**src/rtl/pwm_pack_4_if.sv**
```systemverilog
// Handshake channels of pwm_pack_4: coefficient-pair input and packed-frame output.
interface pwm_pack_4_if #(
  parameter int N = 9
) ();
  logic           in_valid;
  logic           in_ready;
  logic [N-1:0]   in_a;
  logic [N-1:0]   in_b;
  logic           out_valid;
  logic           out_ready;
  logic [4*N-1:0] out_an;

  modport master (
    output in_valid, in_a, in_b, out_ready,
    input  in_ready, out_valid, out_an
  );

  modport slave (
    input  in_valid, in_a, in_b, out_ready,
    output in_ready, out_valid, out_an
  );
endinterface

```
**src/rtl/pwm_pack_4.sv**
```systemverilog
// Pointwise a*b mod Q multiplier packing 4 products per frame for the INTT core.
// Optional sticky range-check flag err is built when PWM_RANGE_CHK_EN is defined.
module pwm_pack_4 #(
  parameter int N      = 9,
  parameter int Q      = 257,
  parameter int POINTS = 4
) (
  input  logic clk,
  input  logic rst_n,
`ifdef PWM_RANGE_CHK_EN
  output logic err,
`endif
  pwm_pack_4_if.slave bus
);

  localparam int                LANE_W = $clog2(POINTS);
  localparam logic [LANE_W-1:0] LAST   = LANE_W'(POINTS - 1);
  localparam int                PW     = (2 * N > 18) ? 2 * N : 18;

  function automatic logic [N-1:0] reduce_q(input logic [2*N-1:0] p);
    logic [PW-1:0]      pw;
    logic signed [11:0] t;
    pw = PW'(p);
    if (Q == 257 && N == 9) begin
      // 2^8 = -1 (mod 257): p = h1*2^16 + h0*2^8 + l  ->  l - h0 + h1, range [-255, 258]
      t = $signed(12'(pw[7:0])) - $signed(12'(pw[15:8])) + $signed(12'(pw[17:16]));
      if (t < 12'sd0)
        t = t + 12'sd257;
      else if (t >= 12'sd257)
        t = t - 12'sd257;
      reduce_q = N'(t);
    end else begin
      reduce_q = N'(32'(p) % 32'(Q));
    end
  endfunction

  logic [2*N-1:0]      r_prod_p0;
  logic                r_vld_p0;
  logic [N-1:0]        r_buf_p1 [POINTS-1];
  logic [LANE_W-1:0]   r_lane_cnt;
  logic [POINTS*N-1:0] r_out_an;
  logic                r_out_valid;
  logic                r_rdy_en;

  logic                w_stall;
  logic                w_advance;
  logic                w_in_ready;
  logic                w_accept;
  logic [N-1:0]        w_r;
  logic [POINTS*N-1:0] w_frame;

  // Only the last lane needs the output slot; earlier lanes always drain.
  assign w_stall    = r_vld_p0 && (r_lane_cnt == LAST) && r_out_valid && !bus.out_ready;
  assign w_advance  = r_vld_p0 && !w_stall;
  assign w_in_ready = r_rdy_en && (!r_vld_p0 || !w_stall);
  assign w_accept   = bus.in_valid && w_in_ready;
  assign w_r        = reduce_q(r_prod_p0);

  always_comb begin
    w_frame = '0;
    for (int i = 0; i < POINTS - 1; i++)
      w_frame[N*i +: N] = r_buf_p1[i];
    w_frame[N*(POINTS-1) +: N] = w_r;
  end

  always_ff @(posedge clk or negedge rst_n) begin
    if (!rst_n)
      r_rdy_en <= 1'b0;
    else
      r_rdy_en <= 1'b1;
  end

  // ---- stage P: exact product register
  always_ff @(posedge clk or negedge rst_n) begin
    if (!rst_n) begin
      r_prod_p0 <= '0;
      r_vld_p0  <= 1'b0;
    end else if (w_accept) begin
      r_prod_p0 <= (2*N)'(bus.in_a) * (2*N)'(bus.in_b);
      r_vld_p0  <= 1'b1;
    end else if (w_advance) begin
      r_vld_p0  <= 1'b0;
    end
  end

  // ---- stage R: reduce, write lane, launch frame on the last lane
  always_ff @(posedge clk or negedge rst_n) begin
    if (!rst_n) begin
      for (int i = 0; i < POINTS - 1; i++)
        r_buf_p1[i] <= '0;
      r_lane_cnt  <= '0;
      r_out_an    <= '0;
      r_out_valid <= 1'b0;
    end else begin
      if (w_advance && r_lane_cnt != LAST) begin
        r_buf_p1[r_lane_cnt] <= w_r;
        r_lane_cnt           <= r_lane_cnt + 1'b1;
      end
      if (w_advance && r_lane_cnt == LAST) begin
        r_out_an    <= w_frame;
        r_out_valid <= 1'b1;
        r_lane_cnt  <= '0;
      end else if (r_out_valid && bus.out_ready) begin
        r_out_valid <= 1'b0;
      end
    end
  end

`ifdef PWM_RANGE_CHK_EN
  localparam logic [N-1:0] Q_N = N'(Q);

  always_ff @(posedge clk or negedge rst_n) begin
    if (!rst_n)
      err <= 1'b0;
    else if (w_accept && (bus.in_a >= Q_N || bus.in_b >= Q_N))
      err <= 1'b1;
  end
`endif

  assign bus.in_ready  = w_in_ready;
  assign bus.out_valid = r_out_valid;
  assign bus.out_an    = r_out_an;

endmodule
```
**src/flat_wrapper.sv**
```systemverilog
// flat-port wrapper written by rule: the top's interface ports become plain ports
module pwm_pack_4_flat 
#(
  parameter int N      = 9,
  parameter int Q      = 257,
  parameter int POINTS = 4
)
  (clk, rst_n, bus_in_valid, bus_in_a, bus_in_b, bus_out_ready, bus_in_ready, bus_out_valid, bus_out_an);
  pwm_pack_4_if #(.N(N)) bus_i ();
  input  logic clk;
  input  logic rst_n;
  input wire logic [$bits(bus_i.in_valid)-1:0] bus_in_valid;
  input wire logic [$bits(bus_i.in_a)-1:0] bus_in_a;
  input wire logic [$bits(bus_i.in_b)-1:0] bus_in_b;
  input wire logic [$bits(bus_i.out_ready)-1:0] bus_out_ready;
  output wire logic [$bits(bus_i.in_ready)-1:0] bus_in_ready;
  output wire logic [$bits(bus_i.out_valid)-1:0] bus_out_valid;
  output wire logic [$bits(bus_i.out_an)-1:0] bus_out_an;
  assign bus_i.in_valid = bus_in_valid;
  assign bus_i.in_a = bus_in_a;
  assign bus_i.in_b = bus_in_b;
  assign bus_i.out_ready = bus_out_ready;
  assign bus_in_ready = bus_i.in_ready;
  assign bus_out_valid = bus_i.out_valid;
  assign bus_out_an = bus_i.out_an;
  pwm_pack_4 #(.N(N), .Q(Q), .POINTS(POINTS)) u_core (.clk(clk), .rst_n(rst_n), .bus(bus_i));
endmodule
```
**config.mk**
```make
export PLATFORM = sky130hd
export DESIGN_NAME = pwm_pack_4_flat
export DESIGN_NICKNAME = d
export VERILOG_FILES = /design/src/rtl/pwm_pack_4_if.sv /design/src/rtl/pwm_pack_4.sv /design/src/flat_wrapper.sv
export SDC_FILE = /design/constraint.sdc
export NUM_CORES = 1
export LEC_CHECK = 0
export CAP_MARGIN = 10
export CORE_MARGIN = 5
export CORE_UTILIZATION = 66
export CTS_BUF_LIST = sky130_fd_sc_hd__clkbuf_2 sky130_fd_sc_hd__clkbuf_4 sky130_fd_sc_hd__clkbuf_8
export CTS_CLUSTER_DIAMETER = 30
export DETAILED_ROUTE_END_ITERATION = 8
export PLACE_DENSITY = 0.93
export REMOVE_ABC_BUFFERS = 1
export SLEW_MARGIN = 20
export SYNTH_ARGS = -nofsm -noshare
export SYNTH_HDL_FRONTEND = slang
export SYNTH_SLANG_ARGS = --single-unit
```
**constraint.sdc**
```tcl
create_clock -name clk -period 5.61 [get_ports clk]
set_input_delay 1.122 -clock clk [delete_from_list [all_inputs] [get_ports clk]]
set_output_delay 1.122 -clock clk [all_outputs]
set_load 0.02 [all_outputs]
```
==> results by group <==
Outcome
  – Outcome: finished, final reports clean

Clock network
  – CTS Buf Count: 9
  – Clock root cell: clkbuf_8
  – H-tree Lvls: 3
  – Max Buffers Root-to-Sink: 2
  – CTS tree: built
  – Clk_lat worst skew: 0.36 ns
  – Reg clk slew, reported paths: about 0.090 ns
  – Clock sink count: between 80 and 90

STA
  – Crit share post-route: 97.2%
  – Fin. Hold Viols: 0
  – Clock skew: 0.0118 ns
  – Final setup fails: 0
  – Final min period: 5.46 ns
  – F_max: roughly 180 MHz
  – Max_slew headroom: 32.6%
  – Worst Hold Slack: 0.477 ns
  – Worst Tran Pin Value: approximately 1 ns
  – Max Slew Vio Count: 0
  – Fin Setup TNS: 0 ns

Route
  – DR vias/cell: approximately 5.8
  – Routed Antenna Nets: 0
  – Residual DRC count: 0
  – 1st-iter DRT viols: just over 400
  – Final WL: 16,700 um
  – Drt wl/cell: 16.5 um
  – DR pass1 iterations: 5
  – Vias: just under 6,000

Critical path
  – WP data arrival: about 5.7 ns
  – Startpoint Class: primary input
  – CP Max Fanout: 8
  – Worst EP required: just under 6 ns
  – CP Capture Type: flip-flop
  – CP Class: primary input to flip-flop

Layout
  – Area Growth Syn to Fin: 17.6%
  – Share of cells above drive strength 1: 12.4%
  – FILL cells: 637
  – Footprint of the multi-input gates: about 4500 um2
  – Filler-free cell count of the finished design: approximately 1,000
  – Nets: 1,004
  – Ant diodes: 0
  – Reg area: 2150 um2

Synthesis
  – Fraction of registers with async set/reset: 100%
  – Yosys warns: 0
  – Synth Register Bits: 86
  – Yosys cell types: 68
  – Syn_area_per_cell: 8.99 um2
  – Cell count after synthesis: 787
  – Primary FF master, synth: dfrtp_1
  – Post-Syn Area: 7070 um2
  – Number of flops mapped to enable cells by yosys: 0
  – Post-synth top area share: a little under a third
  – Largest cells by area after synthesis: dfrtp_1 30%, fa_1 15%, ha_1 10%
  – Register area share after synthesis: 30.4%
  – Largest area contributor in the synthesized netlist: dfrtp_1

Floorplan
  – Row Count: 37
  – Core Area: 10,400 um2
  – IO Pins: 60
  – Die width: 114 um
  – Die Y-Extent: 114 um
  – Initial core utilization: about two thirds
  – Die ar.: 12,900 um2

Pwr
  – P_leak: 4.20 nW
  – Cell Pwr Density: 602 nW/um2
  – Worst VDD drop: 0.000381 V

Flow run
  – Max-cap violations: 0

GRT
  – First-pass GRT wire length: 28,500 um
  – GRT Util Overall: between 20% and 30%
  – GR Overflow Total: 0
  – Vias in the first global route: 6,189
  – Antenna violations before repair: 0
  – Largest net degree at the start of global routing: 87

Placement
  – Routability Congestion: 0.890
  – IO buf count: 59
  – DP Cell Count: approximately 1,000
  – DP Wirelength: 13,000 um

Worst hold path
  – Worst hold path class: flip-flop to flip-flop
-- state kept, by name (all words and copies together), names as in the netlist --
name                  flops
u_core.r_prod_p0         18
u_core.r_lane_cnt         2
u_core.r_buf_p1          27
u_core.r_vld_p0           1
u_core.r_rdy_en           1
u_core.bus.out_an        36
u_core.bus.out_valid      1
-- where the power goes --
group	leakage, nW	switching (W)	total (W)	internal (W)
Sequential	1.10	0.000148	0.00101	0.000859
Clock	0.0827	0.000238	0.000403	0.000165
Combinational	3.02	0.00216	0.00360	0.00143
-- path summary, 6_finish.rpt --
| kind | depth (start not counted) | end | startpoint | slack (ns) |
|---|---|---|---|---|
| hold / removal | 2 | u_core.bus.out_an[23] | u_core.r_buf_p1[5] | 0.48 |
| max in group asynchronous | 1 | u_core.r_prod_p0[16] | rst_n | 4.28 |
| setup reg to reg | 13 | u_core.r_buf_p1[22] | u_core.r_prod_p0[0] | 1.38 |
| setup / recovery | 18 | u_core.r_prod_p0[15] | bus_in_a[8] | 0.15 |
| min in group asynchronous | 1 | u_core.bus.out_an[23] | rst_n | 0.80 |
| hold reg to reg | 2 | u_core.bus.out_an[23] | u_core.r_buf_p1[5] | 0.48 |
-- metrics by stage --
stage / total power [W] / setup WS (ns) / instance area, um2 / utilization [%]
floorplan: 0.00335 / 0.309 / 6970 / -
global placement: 0.00420 / -0.458 / 8050 / 77.6
detailed placement: 0.00439 / -0.752 / 8050 / 77.6
CTS: 0.00487 / 0.00628 / 8250 / 79.5
global route: 0.00540 / -0.0167 / 8320 / 80.2
finish: 0.00501 / 0.154 / 8320 / 80.2
-- cell type report --
| class | instances | share of cell area [%] |
|---|---|---|
| clock inverter | 7 | 0.647 |
| timing repair buffer | 103 | 11.2 |
| inverter | 102 | 4.60 |
| sequential | 86 | 25.9 |
| multi-input combinational | 571 | 54.2 |
| tap | 136 | 2.05 |
| clock buffer | 9 | 1.49 |
-- Yosys cell counts, types with 4 or more instances --
cell	instances
o311ai_1	4
xor2_1	8
nor2_1	24
and2_1	46
a21oi_1	18
o21ai_0	32
or3_1	4
nor3_1	15
nand3_1	6
o21ai_1	17
o31ai_1	7
dfrtp_1	86
fa_1	52
or2_1	4
ha_1	57
a22oi_1	5
o31ai_2	4
nor2b_1	4
mux2_2	8
nand2_1	180
inv_1	102
clkbuf_1	25
xnor2_1	16
-- metal layers --
metal | vias up | share of wire, % | GRT usage [%]
met5 | - | 0 | 0
met4 | 0 | 2.6 | 9.70
met3 | 49 | 5.0 | 3.50
met2 | 226 | 51 | 47.0
met1 | 2865 | 41 | 34.2
li1 | 2728 | - | -
-- critical path: stages --
cell	delay [ns]
clkdlybuf4s50_1	0.44
buf_4	0.18
and2_1	0.16
ha_1	0.30
fa_1	0.50
fa_1	0.50
inv_1	0.06
fa_1	0.53
inv_1	0.04
ha_1	0.24
nor3_1	0.19
o21ai_0	0.14
a31oi_2	0.21
o21bai_2	0.13
a2111oi_4	0.45
or3_4	0.20
xnor2_1	0.05
mux2_2	0.25
-- kinds of logic (layout without fill, tap and decap cells) --
kind of cell	Yosys count	count (layout)	share of synthesized area (%)
muxes	9	9	1.49
adders and majority gates	109	109	24.8
xor gates and xnor gates	29	29	4.21
DFF	86	86	30.4
AOI/OAI and AO/OA	125	125	12.7
other	1	1	0.0530
buffers and inverters	130	221	6.95
and+or+nand+nor	298	298	19.4
-- cells in the final DEF, fill, tap and decap left out, drive strengths merged, types with 18 or more instances in the layout --
master and instances:
nand2 181, inv 105, dfrtp 86, ha 57
fa 52, o21ai 50, and2 46, buf 45
clkdlybuf4s50 41, nor2 24, a21oi 20, xnor2 18
-- timing repair --
action / in CTS / in global routing
setup endpoints to repair: 4 / 4
gates cloned: 0 / 0
hold buffers: 0 / 0
resized for setup: 12 / 27
pin swaps: 2 / 7
setup buffers: 0 / 1
Power figures use the tool's default switching activity.
